### src/rtl/light_mode_scheduler_if.sv
// Signal bundle between the time-of-day/controller side and the light mode scheduler.
interface light_mode_scheduler_if;
    logic [4:0] HOUR;
    logic       sensor_trip;
    logic       timed_safe;
    logic       sensor_safe;
    logic       enable_timed_mode;
    logic       enable_sensor_mode;
    logic       all_red;
    logic       SET_srl;
    logic [2:0] mode_state;

    modport master (
        output HOUR, sensor_trip, timed_safe, sensor_safe,
        input  enable_timed_mode, enable_sensor_mode, all_red, SET_srl, mode_state
    );

    modport slave (
        input  HOUR, sensor_trip, timed_safe, sensor_safe,
        output enable_timed_mode, enable_sensor_mode, all_red, SET_srl, mode_state
    );
endinterface

### src/rtl/light_mode_scheduler.sv
// Chooses timed (day) or sensor (night) traffic mode, inserts all-red at every
// handoff, and debounces the vehicle sensor into a one-cycle SET_srl request.
module light_mode_scheduler #(
    parameter int unsigned NIGHT_START   = 21,
    parameter int unsigned NIGHT_END     = 6,
    parameter int unsigned ALLRED_CYCLES = 3,
    parameter int unsigned DEBOUNCE      = 4
) (
    input  logic                   CLOCK,
    input  logic                   RESET,
    light_mode_scheduler_if.slave  bus
);

    localparam int unsigned HOUR_W  = 5;
    localparam int unsigned TIMER_W = (ALLRED_CYCLES < 2) ? 1 : $clog2(ALLRED_CYCLES);
    localparam int unsigned CNT_W   = $clog2(DEBOUNCE + 1);

    localparam logic [2:0] INIT    = 3'd0;
    localparam logic [2:0] TIMED   = 3'd1;
    localparam logic [2:0] DRAIN_T = 3'd2;
    localparam logic [2:0] SENSOR  = 3'd3;
    localparam logic [2:0] DRAIN_S = 3'd4;
    localparam logic [2:0] RED_TS  = 3'd5;
    localparam logic [2:0] RED_ST  = 3'd6;

    logic [2:0]         state, state_next;
    logic [TIMER_W-1:0] timer, timer_next;
    logic               night, night_c, hour_valid_c, red_c, timer_done_c;
    logic               sync1, sync2;
    logic [CNT_W-1:0]   cnt, cnt_next;
    logic               set_next;
    logic               enable_timed, enable_sensor, all_red, set_srl;

    // Out-of-range hours keep the last valid day/night decision.
    assign hour_valid_c = bus.HOUR < HOUR_W'(24);
    assign night_c      = hour_valid_c
                        ? ((bus.HOUR >= HOUR_W'(NIGHT_START)) | (bus.HOUR < HOUR_W'(NIGHT_END)))
                        : night;

    assign red_c        = (state == INIT) | (state == RED_TS) | (state == RED_ST);
    assign timer_done_c = timer == TIMER_W'(ALLRED_CYCLES - 1);

    always_ff @(posedge CLOCK or negedge RESET) begin
        if (!RESET) begin
            state <= INIT;
            timer <= '0;
            night <= 1'b0;
        end else begin
            state <= state_next;
            timer <= timer_next;
            night <= night_c;
        end
    end

    always_comb begin
        state_next = state;
        timer_next = '0;
        case (state)
            INIT:    if (timer_done_c) state_next = night_c ? SENSOR : TIMED;
            TIMED:   if (night_c) state_next = DRAIN_T;
            DRAIN_T: begin
                if (!night_c)           state_next = TIMED;
                else if (bus.timed_safe) state_next = RED_TS;
            end
            RED_TS:  if (timer_done_c) state_next = SENSOR;
            SENSOR:  if (!night_c) state_next = DRAIN_S;
            DRAIN_S: begin
                if (night_c)              state_next = SENSOR;
                else if (bus.sensor_safe) state_next = RED_ST;
            end
            RED_ST:  if (timer_done_c) state_next = TIMED;
            default: state_next = INIT;
        endcase
        // Timer runs only while staying in a red state; any entry starts from zero.
        if (red_c && (state_next == state)) timer_next = TIMER_W'(timer + 1'b1);
    end

    // Sensor synchronizer and saturating debounce counter.
    always_comb begin
        cnt_next = '0;
        if (sync2) cnt_next = (cnt == CNT_W'(DEBOUNCE)) ? cnt : CNT_W'(cnt + 1'b1);
        set_next = sync2 && (cnt == CNT_W'(DEBOUNCE - 1)) && (state == SENSOR);
    end

    always_ff @(posedge CLOCK or negedge RESET) begin
        if (!RESET) begin
            sync1   <= 1'b0;
            sync2   <= 1'b0;
            cnt     <= '0;
            set_srl <= 1'b0;
        end else begin
            sync1   <= bus.sensor_trip;
            sync2   <= sync1;
            cnt     <= cnt_next;
            set_srl <= set_next;
        end
    end

    // Mode gates track the state register; registered from its next value so they align with it.
    always_ff @(posedge CLOCK or negedge RESET) begin
        if (!RESET) begin
            enable_timed  <= 1'b0;
            enable_sensor <= 1'b0;
            all_red       <= 1'b1;
        end else begin
            enable_timed  <= (state_next == TIMED)  | (state_next == DRAIN_T);
            enable_sensor <= (state_next == SENSOR) | (state_next == DRAIN_S);
            all_red       <= (state_next == INIT) | (state_next == RED_TS) | (state_next == RED_ST)
                           | (state_next == 3'd7);
        end
    end

    assign bus.enable_timed_mode  = enable_timed;
    assign bus.enable_sensor_mode = enable_sensor;
    assign bus.all_red            = all_red;
    assign bus.SET_srl            = set_srl;
    assign bus.mode_state         = state;

endmodule

### src/flat_wrapper.sv
// flat-port wrapper written by rule: the top's interface ports become plain ports
module light_mode_scheduler_flat 
#(
    parameter int unsigned NIGHT_START   = 21,
    parameter int unsigned NIGHT_END     = 6,
    parameter int unsigned ALLRED_CYCLES = 3,
    parameter int unsigned DEBOUNCE      = 4
)
  (CLOCK, RESET, bus_HOUR, bus_sensor_trip, bus_timed_safe, bus_sensor_safe, bus_enable_timed_mode, bus_enable_sensor_mode, bus_all_red, bus_SET_srl, bus_mode_state);
  light_mode_scheduler_if bus_i ();
  input  logic CLOCK;
  input  logic RESET;
  input wire logic [$bits(bus_i.HOUR)-1:0] bus_HOUR;
  input wire logic [$bits(bus_i.sensor_trip)-1:0] bus_sensor_trip;
  input wire logic [$bits(bus_i.timed_safe)-1:0] bus_timed_safe;
  input wire logic [$bits(bus_i.sensor_safe)-1:0] bus_sensor_safe;
  output wire logic [$bits(bus_i.enable_timed_mode)-1:0] bus_enable_timed_mode;
  output wire logic [$bits(bus_i.enable_sensor_mode)-1:0] bus_enable_sensor_mode;
  output wire logic [$bits(bus_i.all_red)-1:0] bus_all_red;
  output wire logic [$bits(bus_i.SET_srl)-1:0] bus_SET_srl;
  output wire logic [$bits(bus_i.mode_state)-1:0] bus_mode_state;
  assign bus_i.HOUR = bus_HOUR;
  assign bus_i.sensor_trip = bus_sensor_trip;
  assign bus_i.timed_safe = bus_timed_safe;
  assign bus_i.sensor_safe = bus_sensor_safe;
  assign bus_enable_timed_mode = bus_i.enable_timed_mode;
  assign bus_enable_sensor_mode = bus_i.enable_sensor_mode;
  assign bus_all_red = bus_i.all_red;
  assign bus_SET_srl = bus_i.SET_srl;
  assign bus_mode_state = bus_i.mode_state;
  light_mode_scheduler #(.NIGHT_START(NIGHT_START), .NIGHT_END(NIGHT_END), .ALLRED_CYCLES(ALLRED_CYCLES), .DEBOUNCE(DEBOUNCE)) u_core (.CLOCK(CLOCK), .RESET(RESET), .bus(bus_i));
endmodule
### config.mk
export PLATFORM = sky130hd
export DESIGN_NAME = light_mode_scheduler_flat
export DESIGN_NICKNAME = d
export VERILOG_FILES = /design/src/rtl/light_mode_scheduler_if.sv /design/src/rtl/light_mode_scheduler.sv /design/src/flat_wrapper.sv
export SDC_FILE = /design/constraint.sdc
export NUM_CORES = 1
export LEC_CHECK = 0
export ABC_AREA = 1
export CORE_MARGIN = 2
export CORE_UTILIZATION = 49
export CTS_CLUSTER_DIAMETER = 30
export DETAILED_ROUTE_END_ITERATION = 10
export GPL_TIMING_DRIVEN = 1
export PLACE_DENSITY = 0.85
export SLEW_MARGIN = 15
export SYNTH_ARGS = -nofsm -noshare
export SYNTH_HDL_FRONTEND = slang
export SYNTH_SLANG_ARGS = --single-unit
### constraint.sdc
create_clock -name CLOCK -period 1.9 [get_ports CLOCK]
set_input_delay 0.38 -clock CLOCK [delete_from_list [all_inputs] [get_ports CLOCK]]
set_output_delay 0.38 -clock CLOCK [all_outputs]
set_load 0.1 [all_outputs]
Word-level counts from Yosys, hierarchy flattened

Cells that the tools add are included.

Register bits after elaboration: 15
Bits of input ports: 10
Logic and storage cells: 61

$add $sub $neg: 2
Magnitude comparators: 3
Equality and inequality tests: 18
Multiplexer cells: 15
Bitwise operators: 8
Reductions and logical operators: 5

Operator list:

| operator            | count |
|---|---|
| $mux 3              | 11 |
| $eq 3x3->1 const B  | 8 |
| $pmux 3 s7          | 1 |
| $eq 3x2->1 const B  | 5 |
| $or 1x1->1          | 8 |
| $eq 3x1->1 const B  | 2 |
| $logic_not 3->1     | 2 |
| $ge 5x5->1 const B  | 1 |
| $lt 5x3->1 const B  | 1 |
| $lt 5x5->1 const B  | 1 |
| $mux 2              | 2 |
| $add 3x1->3 const B | 1 |
| $eq 3x3->1          | 1 |
| $logic_and 1x1->1   | 3 |
| $add 2x1->2 const B | 1 |
| $eq 2x2->1 const B  | 1 |
| $ne 2x2->1 const B  | 1 |
| $mux 1              | 1 |

Logic depth before layout (Yosys ltp)

Gate-level depths: netlist (run 1).

Depth after elaboration: 10
Mapped depth: 12
Depth with buffers taken out: 12

Worst setup path before layout (run 1)

No wires, ideal clock.

Path type: register -> register
Start point: register u_core.state[1], in the netlist u_core.bus.mode_state[1]
End point: register u_core.timer[0]
Arrival: 1.905 ns
Path slack: -0.086 ns
Cell stages (with the launch flop): 10
Clock period less this slack: 1.986 ns
Cells stage by stage: dfrtp_1 -> buf_4 -> nor2_2 -> nand3_1 -> nand2_1 -> nor2_2 -> nand2_4 -> nand2_1 -> nand2_1 -> nor3_2

Cells in the longest elaborated chain, start to end: 6
Elaborated cells between the ends (all ways): 22
Those cells by class: 7 x eq/ne; 11 x mux; 2 x bitwise; 2 x reduce/logical

Ends and longest elaborated chain:

| item                      | line                                                   | source |
|---|---|---|
| start: declaration        | light_mode_scheduler.sv:26                             | `logic [2:0] state, state_next;` |
| start signal: assignment  | light_mode_scheduler.sv:49                             | `state <= state_next;` |
| $mux 3 (on tied branches) | light_mode_scheduler.sv:69, light_mode_scheduler.sv:63 |  |
| $mux 3 (on tied branches) | light_mode_scheduler.sv:68, light_mode_scheduler.sv:62 |  |
| $pmux 3 s7 (*)            | light_mode_scheduler.sv:58                             | `case (state)` |
| net u_core.state_next[1]  | light_mode_scheduler.sv:26                             |  |
| $eq 3x3->1 (*)            | light_mode_scheduler.sv:75                             | `if (red_c && (state_next == state)) timer_next = TIMER_W'(timer + 1'b1);` |
| $logic_and 1x1->1 (*)     | light_mode_scheduler.sv:75                             |  |
| $mux 2 (*)                | light_mode_scheduler.sv:75                             |  |
| net u_core.timer_next[0]  | light_mode_scheduler.sv:27                             | `logic [TIMER_W-1:0] timer, timer_next;` |
| end signal: assignment    | light_mode_scheduler.sv:50                             | `timer <= timer_next;` |
| end: declaration          | light_mode_scheduler.sv:27                             |  |

Mark *: on every way through the listed nets, which the timed path passes. The rest lies on a longest branch.
A chain may end at the register's enable or synchronous reset.

Worst setup path after layout (run 1)

Start point: input bus_HOUR[2]
End point: register u_core.timer[1]

Elaborated cells between the ends (all ways): 15
Those cells by class: 3 x order compare; 1 x eq/ne; 9 x mux; 1 x bitwise; 1 x reduce/logical

RTL lines:

| item                                     | line                       | source |
|---|---|---|
| start: declaration                       | flat_wrapper.sv:13         | `input wire logic [$bits(bus_i.HOUR)-1:0] bus_HOUR;` |
| $ge 5x5->1 or $lt 5x3->1 (tied branches) | light_mode_scheduler.sv:37 | `? ((bus.HOUR >= HOUR_W'(NIGHT_START)) \| (bus.HOUR < HOUR_W'(NIGHT_END)))` |
| $or 1x1->1                               | light_mode_scheduler.sv:37 |  |
| $mux 1 (*)                               | light_mode_scheduler.sv:37 |  |
| net u_core.night_c                       | light_mode_scheduler.sv:28 | `logic night, night_c, hour_valid_c, red_c, timer_done_c;` |
| $mux 3 (on tied branches)                | --                         |  |
| $pmux 3 s7 (*)                           | light_mode_scheduler.sv:58 |  |
| net u_core.state_next[0]                 | light_mode_scheduler.sv:26 |  |
| $eq 3x3->1 (*)                           | light_mode_scheduler.sv:75 |  |
| $logic_and 1x1->1 (*)                    | light_mode_scheduler.sv:75 |  |
| $mux 2 (*)                               | light_mode_scheduler.sv:75 |  |
| net u_core.timer_next[1]                 | light_mode_scheduler.sv:27 |  |

Marks and branches as above.

==> insert_results.sql, run 1 <==
INSERT INTO impl_metrics (metric_group, metric, value, unit) VALUES
('outcome', 'status', 'finished, final reports clean', ''),
('finish', 'multi_input_area', '432.9', 'um2'),
('cts', 'clk_root_buffer_cell', 'clkbuf_4', ''),
('setup_path', 'critPathMostFrequentCell', 'nand2_1', ''),
('synthesis', 'sequential_cell_area_fraction_in_the_yosys_report', '43.50', '%'),
('timing', 'post-route-period-util', '81.72', '%'),
('synthesis', 'synthFlopType', 'dfrtp_1', ''),
('placement', 'portBuffers', '16', ''),
('finish', 'fin_cells', '142', ''),
('synthesis', 'synth-edff-count', '0', ''),
('synthesis', 'post_synth_num_cell_types', '19', ''),
('timing', 'fmaxAchievable', '644.1', 'MHz'),
('finish', 'layout.filler_cells', '129', ''),
('cts', 'clock_tree_from_tritoncts', 'built', ''),
('setup_path', 'critPathLaunchType', 'input port', ''),
('route', 'detail_route.iter0.violations', '7', ''),
('die', 'floorplan.core_area', '0.001689', 'mm2'),
('cts', 'cts.repair.resized', '0', ''),
('setup_path', 'max_stage_delay', '0.48', 'ns'),
('setup_path', 'cell_chain_critical_path', 'clkdlybuf4s50_1 -> nand2_1 -> nor2_1 -> nor2_1 -> nand2_1 -> nand2_1 -> nand2_1 -> nand3_4 -> nand2_1 -> nand2_1 -> nor3_2', ''),
('global_routing', 'grt_util_met1', '22.03', '%'),
('setup_path', 'end_kind', 'flop', ''),
('timing', 'hold_viol', '0', ''),
('setup_path', 'worstPathMaxFanout', '4', ''),
('global_routing', 'global_route.usage.met3', '5.952', '%'),
('cts', 'hold_buffers', '0', ''),
('synthesis', 'synth.cells.most_frequent', '23 x nand2_1, 16 x nand3_1, 14 x dfrtp_1', ''),
('timing', 'finalSetupViolCount', '0', ''),
('global_routing', 'grtUsageMet2', '25.83', '%'),
('timing', 'timing.slew.headroom', '77.74', '%'),
('synthesis', 'synth_fp_nets', '119', ''),
('synthesis', 'synth-async-reset-ratio', '100.0', '%'),
('route', 'total_number_of_vias', '718', ''),
('min_path', 'worst_hold_path_type', 'reg2reg', ''),
('setup_path', 'slowest_stage', 'clkdlybuf4s50_1', ''),
('finish', 'nNetsFinal', '140', ''),
('synthesis', 'ys_ff_latch', '15', ''),
('synthesis', 'netlist_area_pre_place', '865.8', 'um2'),
('route', 'remaining_drc_errors', '0', ''),
('timing', 'worst-slew-pin-transition', '0.3339', 'ns'),
('route', 'route.antenna.remaining_nets', '0', ''),
('cts', 'ctsLongestPathBuffers', '2', ''),
('finish', 'share_of_cells_above_drive_strength_1', '29.60', '%'),
('synthesis', 'syn-mean-instance-area', '8.246', 'um2'),
('flow_run', 'drv_cap', '0', ''),
('timing', 'worst_clock_skew', '0.003874', 'ns'),
('timing', 'maxSlewViolCount', '0', ''),
('timing', 'fin_crit', '1.553', 'ns'),
('pwr', 'vdd_ir_drop_max', '965.2', 'uV'),
('cts', 'clock_insertion_delay_worst_skew', '0.27', 'ns'),
('timing', 'setup_repair_after_global_routing_missed_its_margin', 'no', ''),
('die', 'rows', '15', ''),
('finish', 'area.sequential', '379.1', 'um2'),
('global_routing', 'grt_pass1_vias', '635', ''),
('die', 'floorplan.initialDensity', '51.26', '%'),
('die', 'top_level_ports', '17', ''),
('global_routing', 'gr-usage-all-layers', '16.31', '%'),
('placement', 'placed_cells', '138', ''),
('route', 'postRouteWirelength', '1545', 'um'),
('timing', 'setup-tns-final', '0', 'ns'),
('die', 'chipHeight', '46.04', 'um'),
('synthesis', 'synthDominantAreaCellType', 'dfrtp_1', ''),
('die', 'die_width', '46.04', 'um'),
('global_routing', 'antenna_found_initial', '0', ''),
('placement', 'dp_hpwl', '1250', 'um'),
('synthesis', 'syn_inst', '105', ''),
('global_routing', 'grt_remaining_overflow', '0', ''),
('setup_path', 'critical_path_required', '2.09', 'ns'),
('global_routing', 'pin_count_of_the_biggest_net_entering_global_routing', '16', ''),
('finish', 'antenna-diode-count', '0', ''),
('synthesis', 'area_share_of_the_leading_cell_type_in_the_synthesized_netlist', '40.46', '%');
[critical path: cells and delay by family]
family	cells	cell delay (ns)
buffers and inverters	1	0.48
and+or+nand+nor	10	0.88
[metal layers]
layer	routed length [um]	vias to the layer above	part of all wire, %
li1	-	378	-
met1	746	327	48
met2	736	13	48
met3	62	0	4.0
met4	0	0	0
met5	0	-	0
[cells by family after synthesis]
group                    Yosys count  synth area share (%)
flip-flops                        15                 43.50
AO/OA/AOI/OAI                      5                 4.190
adder cells (fa/ha/maj)            4                 5.781
buffers and inverters             14                 6.504
AND/OR/NAND/NOR                   67                 40.03
[cell usage in the layout, fill, tap and decap left out]
cell / count
buf_12: 4
nor3_2: 2
o21ai_1: 1
nand2_2: 7
nand2_1: 23
nor2_2: 5
a21oi_4: 1
ha_1: 4
nand4_1: 2
nand3_2: 1
nand3_1: 16
inv_2: 5
nor2_1: 9
clkbuf_1: 1
nand2_4: 1
clkbuf_4: 3
o21ai_0: 3
inv_1: 8
nand3_4: 1
dfrtp_2: 2
dfstp_2: 1
buf_4: 4
clkdlybuf4s50_1: 9
dfrtp_1: 12
[state kept, by name, summed over array words and instances (netlist names)]
signal,flops
u_core.sync1,1
u_core.night,1
u_core.cnt,3
u_core.bus.enable_sensor_mode,1
u_core.bus.enable_timed_mode,1
u_core.bus.mode_state,3
u_core.sync2,1
u_core.timer,2
u_core.bus.SET_srl,1
u_core.bus.all_red,1
[power breakdown]
group / leakage [nW] / total (mW) / switching (mW) / internal, mW
clock: 0.0150 / 0.172 / 0.0907 / 0.0813
sequential: 0.187 / 0.533 / 0.106 / 0.426
combinational: 0.346 / 1.31 / 0.880 / 0.429
[metrics by stage]
step | utilization [%] | total power, mW | worst slack, ns | hold slack [ns] | instance area, um2
final | 65.63 | 2.013 | 0.3474 | 0.3525 | 1109
after global routing | 65.63 | 2.155 | 0.2485 | 0.3699 | 1109
after CTS | 65.63 | 2.034 | 0.3698 | 0.3545 | 1109
after detailed placement | 64.07 | 1.855 | 0.07672 | 0.3355 | 1082
after global placement | 64.07 | 1.834 | 0.1220 | 0.3319 | 1082
after floorplan | - | 1.513 | 0.002869 | 0.08441 | 868.3
[worst paths after layout]
check / startpoint / endpoint / slack [ns] / cells after the start
min reg2reg: u_core.sync1 / u_core.sync2 / 0.35 / 0
max in group asynchronous: RESET / u_core.bus.all_red / 1.25 / 2
max reg2reg: u_core.timer[0] / u_core.timer[1] / 0.41 / 10
max: bus_HOUR[2] / u_core.timer[1] / 0.35 / 11
min in group asynchronous: RESET / u_core.cnt[0] / 0.41 / 2
min: u_core.sync1 / u_core.sync2 / 0.35 / 0
[cell type report]
| class | count | share of cell area (%) |
|---|---|---|
| multi-input cells | 76 | 39.05 |
| flip-flops and latches | 15 | 34.20 |
| repair buffers | 17 | 18.06 |
| inverters | 13 | 4.402 |
| clock buffers | 4 | 2.370 |
| well taps | 17 | 1.919 |
Note: power is estimated with default switching activity, not from simulation.
==> inputs of run 2 (changes only) <==
--- a/config.mk
+++ b/config.mk
@@ -7,11 +7,11 @@
 export LEC_CHECK = 0
 export ABC_AREA = 1
 export CORE_MARGIN = 2
-export CORE_UTILIZATION = 49
+export CORE_UTILIZATION = 45
 export CTS_CLUSTER_DIAMETER = 30
 export DETAILED_ROUTE_END_ITERATION = 10
 export GPL_TIMING_DRIVEN = 1
-export PLACE_DENSITY = 0.85
+export PLACE_DENSITY = 0.83
 export SLEW_MARGIN = 15
 export SYNTH_ARGS = -nofsm -noshare
 export SYNTH_HDL_FRONTEND = slang
==> constraint.sdc (replaced) <==
create_clock -name CLOCK -period 1.4 [get_ports CLOCK]
set_input_delay 0.28 -clock CLOCK [delete_from_list [all_inputs] [get_ports CLOCK]]
set_output_delay 0.28 -clock CLOCK [all_outputs]
set_load 0.1 [all_outputs]
==> insert_results.sql, run 2 (synthesized netlist as in run 1, its figures left out) <==
INSERT INTO impl_metrics (metric_group, metric, value, unit) VALUES
('global_routing', 'antenna_found_initial', '0', ''),
('setup_path', 'end_kind', 'flop', ''),
('timing', 'post-route-period-util', '103.8', '%'),
('route', 'drt-wirelength-per-cell', '12.28', 'um'),
('setup_path', 'critPathLaunchType', 'flop', ''),
('global_routing', 'grt_first_pass_wirelength', '3084', 'um'),
('timing', 'hold_viol', '0', ''),
('placement', 'place.gp.congestion', '0.8667', ''),
('timing', 'final.setup.worst_slack', '-0.05311', 'ns'),
('min_path', 'worst_hold_path_type', 'in2async', ''),
('cts', 'numClockSinks', '15', ''),
('pwr', 'vdd_ir_drop_max', '1713', 'uV'),
('global_routing', 'grt_remaining_overflow', '0', ''),
('pwr', 'power_per_cell_area', '2418', 'mW/mm2'),
('die', 'rows', '15', ''),
('route', 'vias_per_cell', '5.067', ''),
('global_routing', 'gr-usage-all-layers', '19.88', '%'),
('die', 'design.die.area', '0.002291', 'mm2'),
('finish', 'share_of_cells_above_drive_strength_1', '44.60', '%'),
('setup_path', 'worstPathMaxFanout', '6', ''),
('finish', 'multi_input_area', '498.0', 'um2'),
('route', 'detail_route.iter0.violations', '11', ''),
('route', 'postRouteWirelength', '2014', 'um'),
('setup_path', 'cp_num_buf_inv', '2', ''),
('setup_path', 'cell_chain_critical_path', 'buf_6 -> nor2_4 -> nand2_4 -> nor2_4 -> nor2_4 -> nand2_4 -> inv_2 -> nand2_2 -> nand2_2 -> nor2_1', ''),
('setup_path', 'slowest_stage', 'dfrtp_4', ''),
('timing', 'setup-tns-final', '-0.2532', 'ns'),
('timing', 'worst_clock_skew', '0.006131', 'ns'),
('die', 'floorplan.core_area', '0.001764', 'mm2'),
('placement', 'dp_hpwl', '1398', 'um'),
('route', 'routed-wl-met3', '131', 'um'),
('finish', 'areaGrowthSynthToFinish', '56.36', '%'),
('finish', 'final_common_cell', 'nand2_1', ''),
('route', 'remaining_drc_errors', '0', ''),
('setup_path', 'critical_path_required', '1.61', 'ns'),
('setup_path', 'setup.worst_path.class', 'reg2reg', ''),
('finish', 'nNetsFinal', '154', ''),
('die', 'top_level_ports', '17', ''),
('route', 'route.antenna.remaining_nets', '0', ''),
('cts', 'clock_tree_from_tritoncts', 'built', ''),
('die', 'floorplan.initialDensity', '49.08', '%'),
('setup_path', 'max_stage_delay', '0.54', 'ns'),
('die', 'chipHeight', '47.87', 'um'),
('route', 'top_layer', 'met4', ''),
('setup_path', 'critPathMostFrequentCell', 'nor2_4', ''),
('finish', 'final_cell_mix', '18 x nand2_1, 15 x nand3_1, 12 x buf_4', ''),
('timing', 'setup_repair_after_global_routing_missed_its_margin', 'yes', ''),
('cts', 'clkSlewWorstSetupHoldPaths', '0.08', 'ns'),
('placement', 'portBuffers', '16', ''),
('finish', 'antenna-diode-count', '0', ''),
('global_routing', 'grt_pass1_vias', '730', ''),
('setup_path', 'worst_path_dominant_cell_family', 'simple AND/OR/NAND/NOR gates', ''),
('route', 'drt-met1-wl', '808', 'um'),
('setup_path', 'launching_point_of_the_worst_reg2reg_path', 'u_core.bus.mode_state[1]', ''),
('outcome', 'violations', 'negative setup slack', ''),
('timing', 'finalSetupViolCount', '8', ''),
('route', 'drt-pass1-iter-count', '4', ''),
('setup_path', 'cp_data_arrival_time', '1.66', 'ns'),
('timing', 'fmaxAchievable', '688.2', 'MHz'),
('placement', 'placed_cells', '155', ''),
('pwr', 'power.total', '3.274', 'mW'),
('route', 'detailroute.wirelength.met2', '1028', 'um'),
('finish', 'layout.filler_cells', '131', ''),
('cts', 'tritoncts.num_buffers', '3', ''),
('cts', 'htree_num_levels', '1', ''),
('flow_run', 'drv_cap', '0', ''),
('timing', 'worst-slew-pin-transition', '0.1833', 'ns'),
('route', 'total_number_of_vias', '831', ''),
('global_routing', 'pin_count_of_the_biggest_net_entering_global_routing', '16', ''),
('timing', 'maxSlewViolCount', '0', ''),
('cts', 'clk_root_buffer_cell', 'clkbuf_4', ''),
('placement', 'detailedPlace.worstSlack', '-0.3542', 'ns'),
('cts', 'ctsLongestPathBuffers', '2', ''),
('outcome', 'status', 'finished with violations', ''),
('finish', 'area.sequential', '387.9', 'um2'),
('cts', 'hold_buffers', '0', ''),
('cts', 'clock_insertion_delay_worst_skew', '0.28', 'ns'),
('die', 'die_width', '47.87', 'um'),
('finish', 'fin_cells', '164', ''),
('setup_path', 'worstSetupStartpoint', 'u_core.bus.mode_state[1]', ''),
('setup_path', 'timing.reg2reg.setup_slack', '-0.05', 'ns'),
('timing', 'fin_crit', '1.453', 'ns'),
('pwr', 'p_leak', '0.6454', 'nW'),
('timing', 'timing.slew.headroom', '87.78', '%');
[run 2: cell count changes in the layout (fill, tap and decap cells not counted), moves of 3 or more]
cell     delta
inv_4       +3
nor2_4      +5
nand2_2     +4
dfrtp_4     +3
buf_4       +8
buf_6       +3
nand2_1     -5
buf_12      +3
nor2_2      -3
[run 2: final cells by class]
cell class / instances / share of cell area, %
Timing Repair Buffer: 31 / 26.16
Sequential cell: 15 / 28.65
Tap cell: 25 / 2.311
Inverter: 13 / 4.159
Clock buffer: 4 / 1.941
Multi-Input combinational cell: 76 / 36.78
[run 2: stage by stage]
step	hold slack, ns	util, %	cell area [um2]
3_3_place_gp	0.3329	69.08	1219
4_1_cts	0.2998	73.90	1304
2_1_floorplan	-0.01559	-	893.4
6_report	0.2972	76.74	1354
3_5_place_dp	0.3371	69.08	1219
5_1_grt	0.3292	76.74	1354
[run 2: path summary, 6_finish.rpt]
kind	endpoint	cells after the start
setup / recovery	u_core.bus.enable_timed_mode	10
hold / removal	u_core.cnt[2]	2
setup reg to reg	u_core.bus.enable_timed_mode	10
hold reg to reg	u_core.sync2	0
max in group asynchronous	u_core.bus.all_red	2
min in group CLOCK	u_core.sync2	0
[run 2: power breakdown]
part           total [mW]  internal [mW]  switching [mW]
Clock               0.237          0.111           0.127
Combinational        2.27          0.897            1.38
Sequential          0.762          0.598           0.164
[run 2: routing by layer]
| metal | vias up | global-route usage (%) |
|---|---|---|
| met5 | - | 0 |
| met4 | 0 | 8.649 |
| met3 | 10 | 6.792 |
| met2 | 33 | 31.47 |
| met1 | 384 | 24.53 |
| li1 | 404 | - |
[run 2: repair_timing]
item / CTS / global route
endpoints found under the setup margin: 7 / 9
gates resized for setup: 14 / 7
pin swaps: 7 / 5
buffers inserted: 2 / 3
